==> config.mk <==
export PLATFORM = sky130hd
export DESIGN_NAME = best_sad_tracker
export DESIGN_NICKNAME = d
export VERILOG_FILES = /design/src/rtl/best_sad_tracker.sv
export SDC_FILE = /design/constraint.sdc
export NUM_CORES = 1
export LEC_CHECK = 0
export CAP_MARGIN = 20
export CORE_MARGIN = 5
export CORE_UTILIZATION = 45
export CTS_CLUSTER_SIZE = 25
export DETAILED_ROUTE_END_ITERATION = 16
export GPL_TIMING_DRIVEN = 1
export HOLD_SLACK_MARGIN = 0.02
export PLACE_DENSITY = 0.7
export SLEW_MARGIN = 20
export SYNTH_ARGS = -nofsm -noshare
export SYNTH_HDL_FRONTEND = slang
export SYNTH_SLANG_ARGS = --single-unit
==> constraint.sdc <==
create_clock -name clk -period 2.4 [get_ports clk]
set_input_delay 0.36 -clock clk [delete_from_list [all_inputs] [get_ports clk]]
set_output_delay 0.36 -clock clk [all_outputs]
set_load 0.005 [all_outputs]
==> src/rtl/best_sad_tracker.sv <==
// Tracks the running minimum SAD and its group index across one motion search.
// Publishes the result with a one-cycle done pulse once the last group is sampled.
module best_sad_tracker #(
  parameter int MAX_DATA_WIDTH  = 16,
  parameter int NUM_GROUPS      = 16,
  parameter int GROUP_IDX_WIDTH = 4
) (
  input  logic                       clk,
  input  logic                       rst,
  input  logic                       start,
  input  logic [MAX_DATA_WIDTH-1:0]  in_min_SAD,
  input  logic                       in_SAD_valid,
  output logic                       busy,
  output logic                       done,
  output logic                       out_valid,
  output logic [MAX_DATA_WIDTH-1:0]  out_best_SAD,
  output logic [GROUP_IDX_WIDTH-1:0] out_best_idx
);

  typedef enum logic [1:0] {
    ST_IDLE   = 2'd0,
    ST_SEARCH = 2'd1,
    ST_DONE   = 2'd2
  } state_t;

  localparam logic [MAX_DATA_WIDTH-1:0]  SAD_ONES = {MAX_DATA_WIDTH{1'b1}};
  localparam logic [GROUP_IDX_WIDTH-1:0] IDX_ZERO = {GROUP_IDX_WIDTH{1'b0}};
  localparam logic [GROUP_IDX_WIDTH-1:0] IDX_ONE  = {{(GROUP_IDX_WIDTH-1){1'b0}}, 1'b1};
  localparam logic [GROUP_IDX_WIDTH-1:0] LAST_IDX = GROUP_IDX_WIDTH'(NUM_GROUPS - 1);

  state_t                       r_state;
  state_t                       w_state_next;
  logic [GROUP_IDX_WIDTH-1:0]   r_cnt;
  logic [MAX_DATA_WIDTH-1:0]    r_best;
  logic [GROUP_IDX_WIDTH-1:0]   r_best_idx;

  logic                         w_accept_start;
  logic                         w_sample;
  logic                         w_last;
  logic                         w_take;
  logic [MAX_DATA_WIDTH-1:0]    w_best_fwd;
  logic [GROUP_IDX_WIDTH-1:0]   w_idx_fwd;

  logic                         w_busy_next;
  logic                         w_done_next;
  logic                         w_out_valid_next;
  logic [MAX_DATA_WIDTH-1:0]    w_out_best_sad_next;
  logic [GROUP_IDX_WIDTH-1:0]   w_out_best_idx_next;

  // Sample qualification and strict-less-than compare; ties keep the earlier group.
  always_comb begin
    w_accept_start = (r_state == ST_IDLE) && start;
    w_sample       = (r_state == ST_SEARCH) && in_SAD_valid;
    w_last         = w_sample && (r_cnt == LAST_IDX);
    w_take         = w_sample && (in_min_SAD < r_best);
    if (w_take) begin
      w_best_fwd = in_min_SAD;
      w_idx_fwd  = r_cnt;
    end else begin
      w_best_fwd = r_best;
      w_idx_fwd  = r_best_idx;
    end
  end

  // FSM state register.
  always_ff @(posedge clk) begin
    if (rst) begin
      r_state <= ST_IDLE;
    end else begin
      r_state <= w_state_next;
    end
  end

  // FSM next-state logic.
  always_comb begin
    w_state_next = r_state;
    case (r_state)
      ST_IDLE: begin
        if (start) begin
          w_state_next = ST_SEARCH;
        end else begin
          w_state_next = ST_IDLE;
        end
      end
      ST_SEARCH: begin
        if (w_last) begin
          w_state_next = ST_DONE;
        end else begin
          w_state_next = ST_SEARCH;
        end
      end
      ST_DONE: begin
        w_state_next = ST_IDLE;
      end
      default: begin
        w_state_next = ST_IDLE;
      end
    endcase
  end

  // Running minimum and group counter; counter holds on the final sample instead of wrapping.
  always_ff @(posedge clk) begin
    if (rst) begin
      r_cnt      <= IDX_ZERO;
      r_best     <= SAD_ONES;
      r_best_idx <= IDX_ZERO;
    end else if (w_accept_start) begin
      r_cnt      <= IDX_ZERO;
      r_best     <= SAD_ONES;
      r_best_idx <= IDX_ZERO;
    end else if (w_sample) begin
      if (w_last) begin
        r_cnt <= r_cnt;
      end else begin
        r_cnt <= r_cnt + IDX_ONE;
      end
      r_best     <= w_best_fwd;
      r_best_idx <= w_idx_fwd;
    end else begin
      r_cnt      <= r_cnt;
      r_best     <= r_best;
      r_best_idx <= r_best_idx;
    end
  end

  // FSM output logic: next values of the registered outputs, with last-sample forwarding.
  always_comb begin
    w_busy_next = (w_state_next != ST_IDLE);
    w_done_next = (w_state_next == ST_DONE);
    if (w_accept_start) begin
      w_out_valid_next = 1'b0;
    end else if (w_done_next) begin
      w_out_valid_next = 1'b1;
    end else begin
      w_out_valid_next = out_valid;
    end
    if (w_done_next) begin
      w_out_best_sad_next = w_best_fwd;
      w_out_best_idx_next = w_idx_fwd;
    end else begin
      w_out_best_sad_next = out_best_SAD;
      w_out_best_idx_next = out_best_idx;
    end
  end

  // Output registers.
  always_ff @(posedge clk) begin
    if (rst) begin
      busy         <= 1'b0;
      done         <= 1'b0;
      out_valid    <= 1'b0;
      out_best_SAD <= {MAX_DATA_WIDTH{1'b0}};
      out_best_idx <= IDX_ZERO;
    end else begin
      busy         <= w_busy_next;
      done         <= w_done_next;
      out_valid    <= w_out_valid_next;
      out_best_SAD <= w_out_best_sad_next;
      out_best_idx <= w_out_best_idx_next;
    end
  end

endmodule
# After elaboration in Yosys (flattened, before gate mapping)

Index checks and enable logic that the tools add are counted.

Flip-flop bits (word level): 49
Memory bits (read-only): 0
Bits in writable memories: 0
Memories kept: 0
Latch bits: 0

$lt $le $gt $ge: 1
Reduce and logical (&&, ||, !) cells: 8
Shift-type cells: 0
Mux-type cells: 5
Bitwise gates (word level): 1
$mul: 0
Add/sub/neg operators: 1
Equal/unequal tests: 3
Div/mod/pow operators: 0

Operators by type and width:

| kind                | number |
|---|---|
| $lt 16x16->1        | 1 |
| $mux 16             | 1 |
| $add 4x1->4 const B | 1 |
| $eq 4x4->1 const B  | 1 |
| $logic_and 1x1->1   | 4 |
| $mux 4              | 1 |
| $pmux 2 s2          | 1 |
| $eq 2x1->1 const B  | 1 |
| $eq 2x2->1 const B  | 1 |
| $logic_not 2->1     | 1 |
| $mux 2              | 1 |
| $reduce_and 2->1    | 1 |
| $reduce_bool 2->1   | 1 |
| $reduce_or 2->1     | 1 |
| $mux 1              | 1 |
| $not 1->1           | 1 |

# Logic depth before layout (Yosys ltp)

Depth after elaboration: 6
Depth in mapped cells: 8
Gate-level depth less buffers: 7

# Least setup slack after synthesis

No wires, ideal clock.

Path kind: input to register
From: in in_min_SAD[2]
To: reg r_best[4]
Buffers on the path: 1
Cell stages on the path: 7
Data arrival time: 1.826 ns
Data required time: 2.257 ns
Library setup time: 0.143 ns
Slack: 0.431 ns
Cell sequence: ha_1 a211oi_2 o21ai_2 a2111o_1 nand2_2 buf_4 o211ai_1

Longest elaborated chain between the ends: 3

RTL lines:

| what                 | line | source |
|---|---|---|
| start, declared      | 11   | `input logic [MAX_DATA_WIDTH-1:0] in_min_SAD,` |
| $lt 16x16->1         | 55   | `w_take = w_sample && (in_min_SAD < r_best);` |
| $logic_and 1x1->1    | 55   |  |
| $mux 16              | 56   | `if (w_take) begin` |
| end signal, assigned | 117  | `r_best <= w_best_fwd;` |
| end signal, assigned | 121  | `r_best <= r_best;` |
| end, declared        | 34   | `logic [MAX_DATA_WIDTH-1:0] r_best;` |

No other way between the ends.
A chain may end at the register's enable or synchronous reset.

# Worst setup path after layout

From: in in_min_SAD[13]
To: reg r_best[15]

The elaborated chain is that of the path after synthesis.

==> results.json <==
{
  "post-dp-hpwl_um": 4502,
  "cp.required_ns": 2.61,
  "netlist_top_cells_count": "49 x dfxtp_1, 41 x nand2_1, 41 x o211ai_1, 20 x o21ai_0",
  "synth.most_common_cell": "dfxtp_1",
  "fin_crit_sh_pct": 95.89,
  "grt-busiest-layer": "met2",
  "ys_async_sr_fraction_pct": 0,
  "grt_overflow": 0,
  "netlist_top_cells_area": "dfxtp_1 40%, o211ai_1 13%, ha_1 8.3%, nand2_1 6.3%, o21ai_0 4.1%",
  "use_met1_pct": 23.99,
  "use_met2_pct": 29.37,
  "clkTransAtPathRegs_ns": 0.09,
  "cp_common_cell": "o211ai_1",
  "synth-edff-count": 0,
  "cts_buffers": 5,
  "crit_fanout": 16,
  "dieArea_sq_mm": 0.006960,
  "ys_warn_count": 0,
  "syn_area_sq_mm": 0.002426,
  "fin_cells": 412,
  "grt_pass1_vias": 2177,
  "tritoncts": "done",
  "start_util_pct": 46.90,
  "grt_max_degree": 27,
  "p_leak_nw": 1.227,
  "num_antenna_cells": 0,
  "synthesis.nets": 322,
  "via_count": 2285,
  "max_cap_viol_count": 0,
  "crit_chain": "clkdlybuf4s50_1, ha_1, a211oi_2, o211ai_1, a2111oi_4, buf_4, buf_12, o21ai_0, o211ai_1",
  "final_net_count": 378,
  "worstPathArrival_ns": 2.51,
  "die_w_um": 83.43,
  "clk-insertion-delay-late_ns": 0.30,
  "area_growth_pct": 30.43,
  "wirelength_um": 6041,
  "antenna_found_initial": 0,
  "hp-class": "register to register",
  "rsz0062_at_grt": "no",
  "synthFlopType": "dfxtp_1",
  "synth_top_cell_by_area": "dfxtp_1",
  "cts.path.max_buffers": 2,
  "portBuffers": 42,
  "ys_seq_elements": 49,
  "tightest_slew_ns": 0.4716,
  "grt_pass1_wl_um": 10570,
  "synth_top_area_share_pct": 40.43,
  "dp_cells": 404,
  "gp_congestion": 0.8116,
  "final_layout_size_suffix_gt1_share_pct": 12.28,
  "clock-sinks": 49,
  "hold_viol": 0,
  "crit_slowest_cell": "clkdlybuf4s50_1",
  "synth_seq_area_share_pct": 40.43,
  "setup_ws_ns": 0.09854,
  "coreArea_sq_mm": 0.005172,
  "status": "finished clean",
  "synthCells": 286,
  "postSynthAreaPerCell_sq_um": 8.483,
  "via_per_inst": 5.546,
  "cpPeakStageDelay_ns": 0.46,
  "fmax_ghz": 0.4345,
  "drv_slew": 0,
  "relSlewSlack_pct": 68.42,
  "first_iter_violations": 125,
  "startpoint_type": "primary input",
  "critPathBufInv": 3,
  "wl_per_cell_um": 14.66,
  "postCtsHoldBufs": 0,
  "use_met3_pct": 3.366,
  "period_minus_slack_ns": 2.301,
  "setup.worst_path.class": "primary input to register",
  "clock_skew_ns": 0.005615,
  "rows": 26,
  "path_delay_family": "compound AO/OA/AOI/OAI gates",
  "grt_usage_pct": 17.76,
  "ys_types": 36,
  "dr.pass1.iters": 4,
  "post-place-ws_ns": -0.2511,
  "die_h_um": 83.43,
  "end_kind": "register",
  "fillers": 469,
  "htreeDepth": 2,
  "ant_nets": 0,
  "vdd_drop_max_mv": 0.3624,
  "ios": 43,
  "drc": 0,
  "p_per_area_mw_per_mm2": 519.0,
  "cts_root_buf": "clkbuf_8",
  "finalSetupViolations": 0
}
## kinds of logic (layout without fill, tap and decap cells)
| logic type | after synthesis | in the layout | share of synthesized area (%) |
|---|---|---|---|
| fa+ha+maj | 16 | 16 | 8.252 |
| flops | 49 | 49 | 40.43 |
| xor+xnor | 1 | 1 | 0.3611 |
| simple gates | 94 | 94 | 18.00 |
| compound gates | 92 | 92 | 26.82 |
| buf+inv | 34 | 90 | 6.137 |
## state kept, by name (all words and copies together), names as in the netlist
name          cells
done              1
out_best_SAD     16
r_cnt             4
out_valid         1
r_best           16
busy              1
r_best_idx        4
r_state           2
out_best_idx      4
## final timing paths
check	slack, ns	cells past startpoint	startpoint	end
min reg2reg	0.47	1	out_valid	out_valid
min	0.47	1	out_valid	out_valid
max	0.1	9	in_min_SAD[13]	r_best[15]
max reg2reg	0.28	9	r_best[13]	r_best[15]
## worst reg2reg max path: cells and delay by family (launching register included)
kind            cells  cell delay, ns
compound gates      5            0.98
flops               1            0.34
buf+inv             3            0.44
fa+ha+maj           1            0.30
## power by group
group | switching, mW | leakage (nW) | internal, mW
Clock | 0.263 | 0.0443 | 0.229
Combinational | 0.168 | 0.785 | 0.130
Sequential | 0.0140 | 0.398 | 0.837
Total | 0.446 | 1.23 | 1.20
## through the flow
step | utilization, % | area, sq um | hold WS [ns] | TNS [ns] | total power, mW
2_1_floorplan | - | 2426 | 0.4357 | 0 | 1.036
4_1_cts | 60.98 | 3154 | 0.4691 | 0 | 1.650
5_1_grt | 61.18 | 3164 | 0.4905 | 0 | 1.724
6_report | 61.18 | 3164 | 0.4652 | 0 | 1.642
3_3_place_gp | 59.31 | 3068 | 0.4392 | -4.607 | 1.157
3_5_place_dp | 59.31 | 3068 | 0.4428 | -6.444 | 1.164
## cells in the final DEF (no fill, tap or decap), types with 6 or more instances in the layout
master	instances
dfxtp_1	49
clkdlybuf4s50_1	42
nand2_1	41
o211ai_1	41
buf_4	22
o21ai_0	20
inv_1	16
ha_1	16
nand3_1	11
a21oi_1	11
nor2_1	10
nand4_1	10
nor3_1	9
clkbuf_8	6
## what timing repair did
item	CTS	global route
gates resized for setup	0	2
endpoints found under the hold margin	0	0
endpoints found under the setup margin	0	11
buffers inserted	0	1
## layer usage
layer,part of all wire [%],vias to the layer above
met5,0,-
li1,-,1149
met2,48,49
met3,3.4,10
met4,1.4,0
met1,48,1077
## cell type report
| cell class | instances | area [sq um] | share of cell area (%) |
|---|---|---|---|
| clock buffer | 7 | 86.33 | 2.728 |
| inverter | 16 | 60.06 | 1.898 |
| multi-input combinational | 203 | 1304 | 41.20 |
| sequential | 49 | 980.9 | 31.00 |
| tap | 70 | 87.58 | 2.768 |
| timing repair buffer | 67 | 645.6 | 20.40 |
Power figures use the tool's default switching activity.
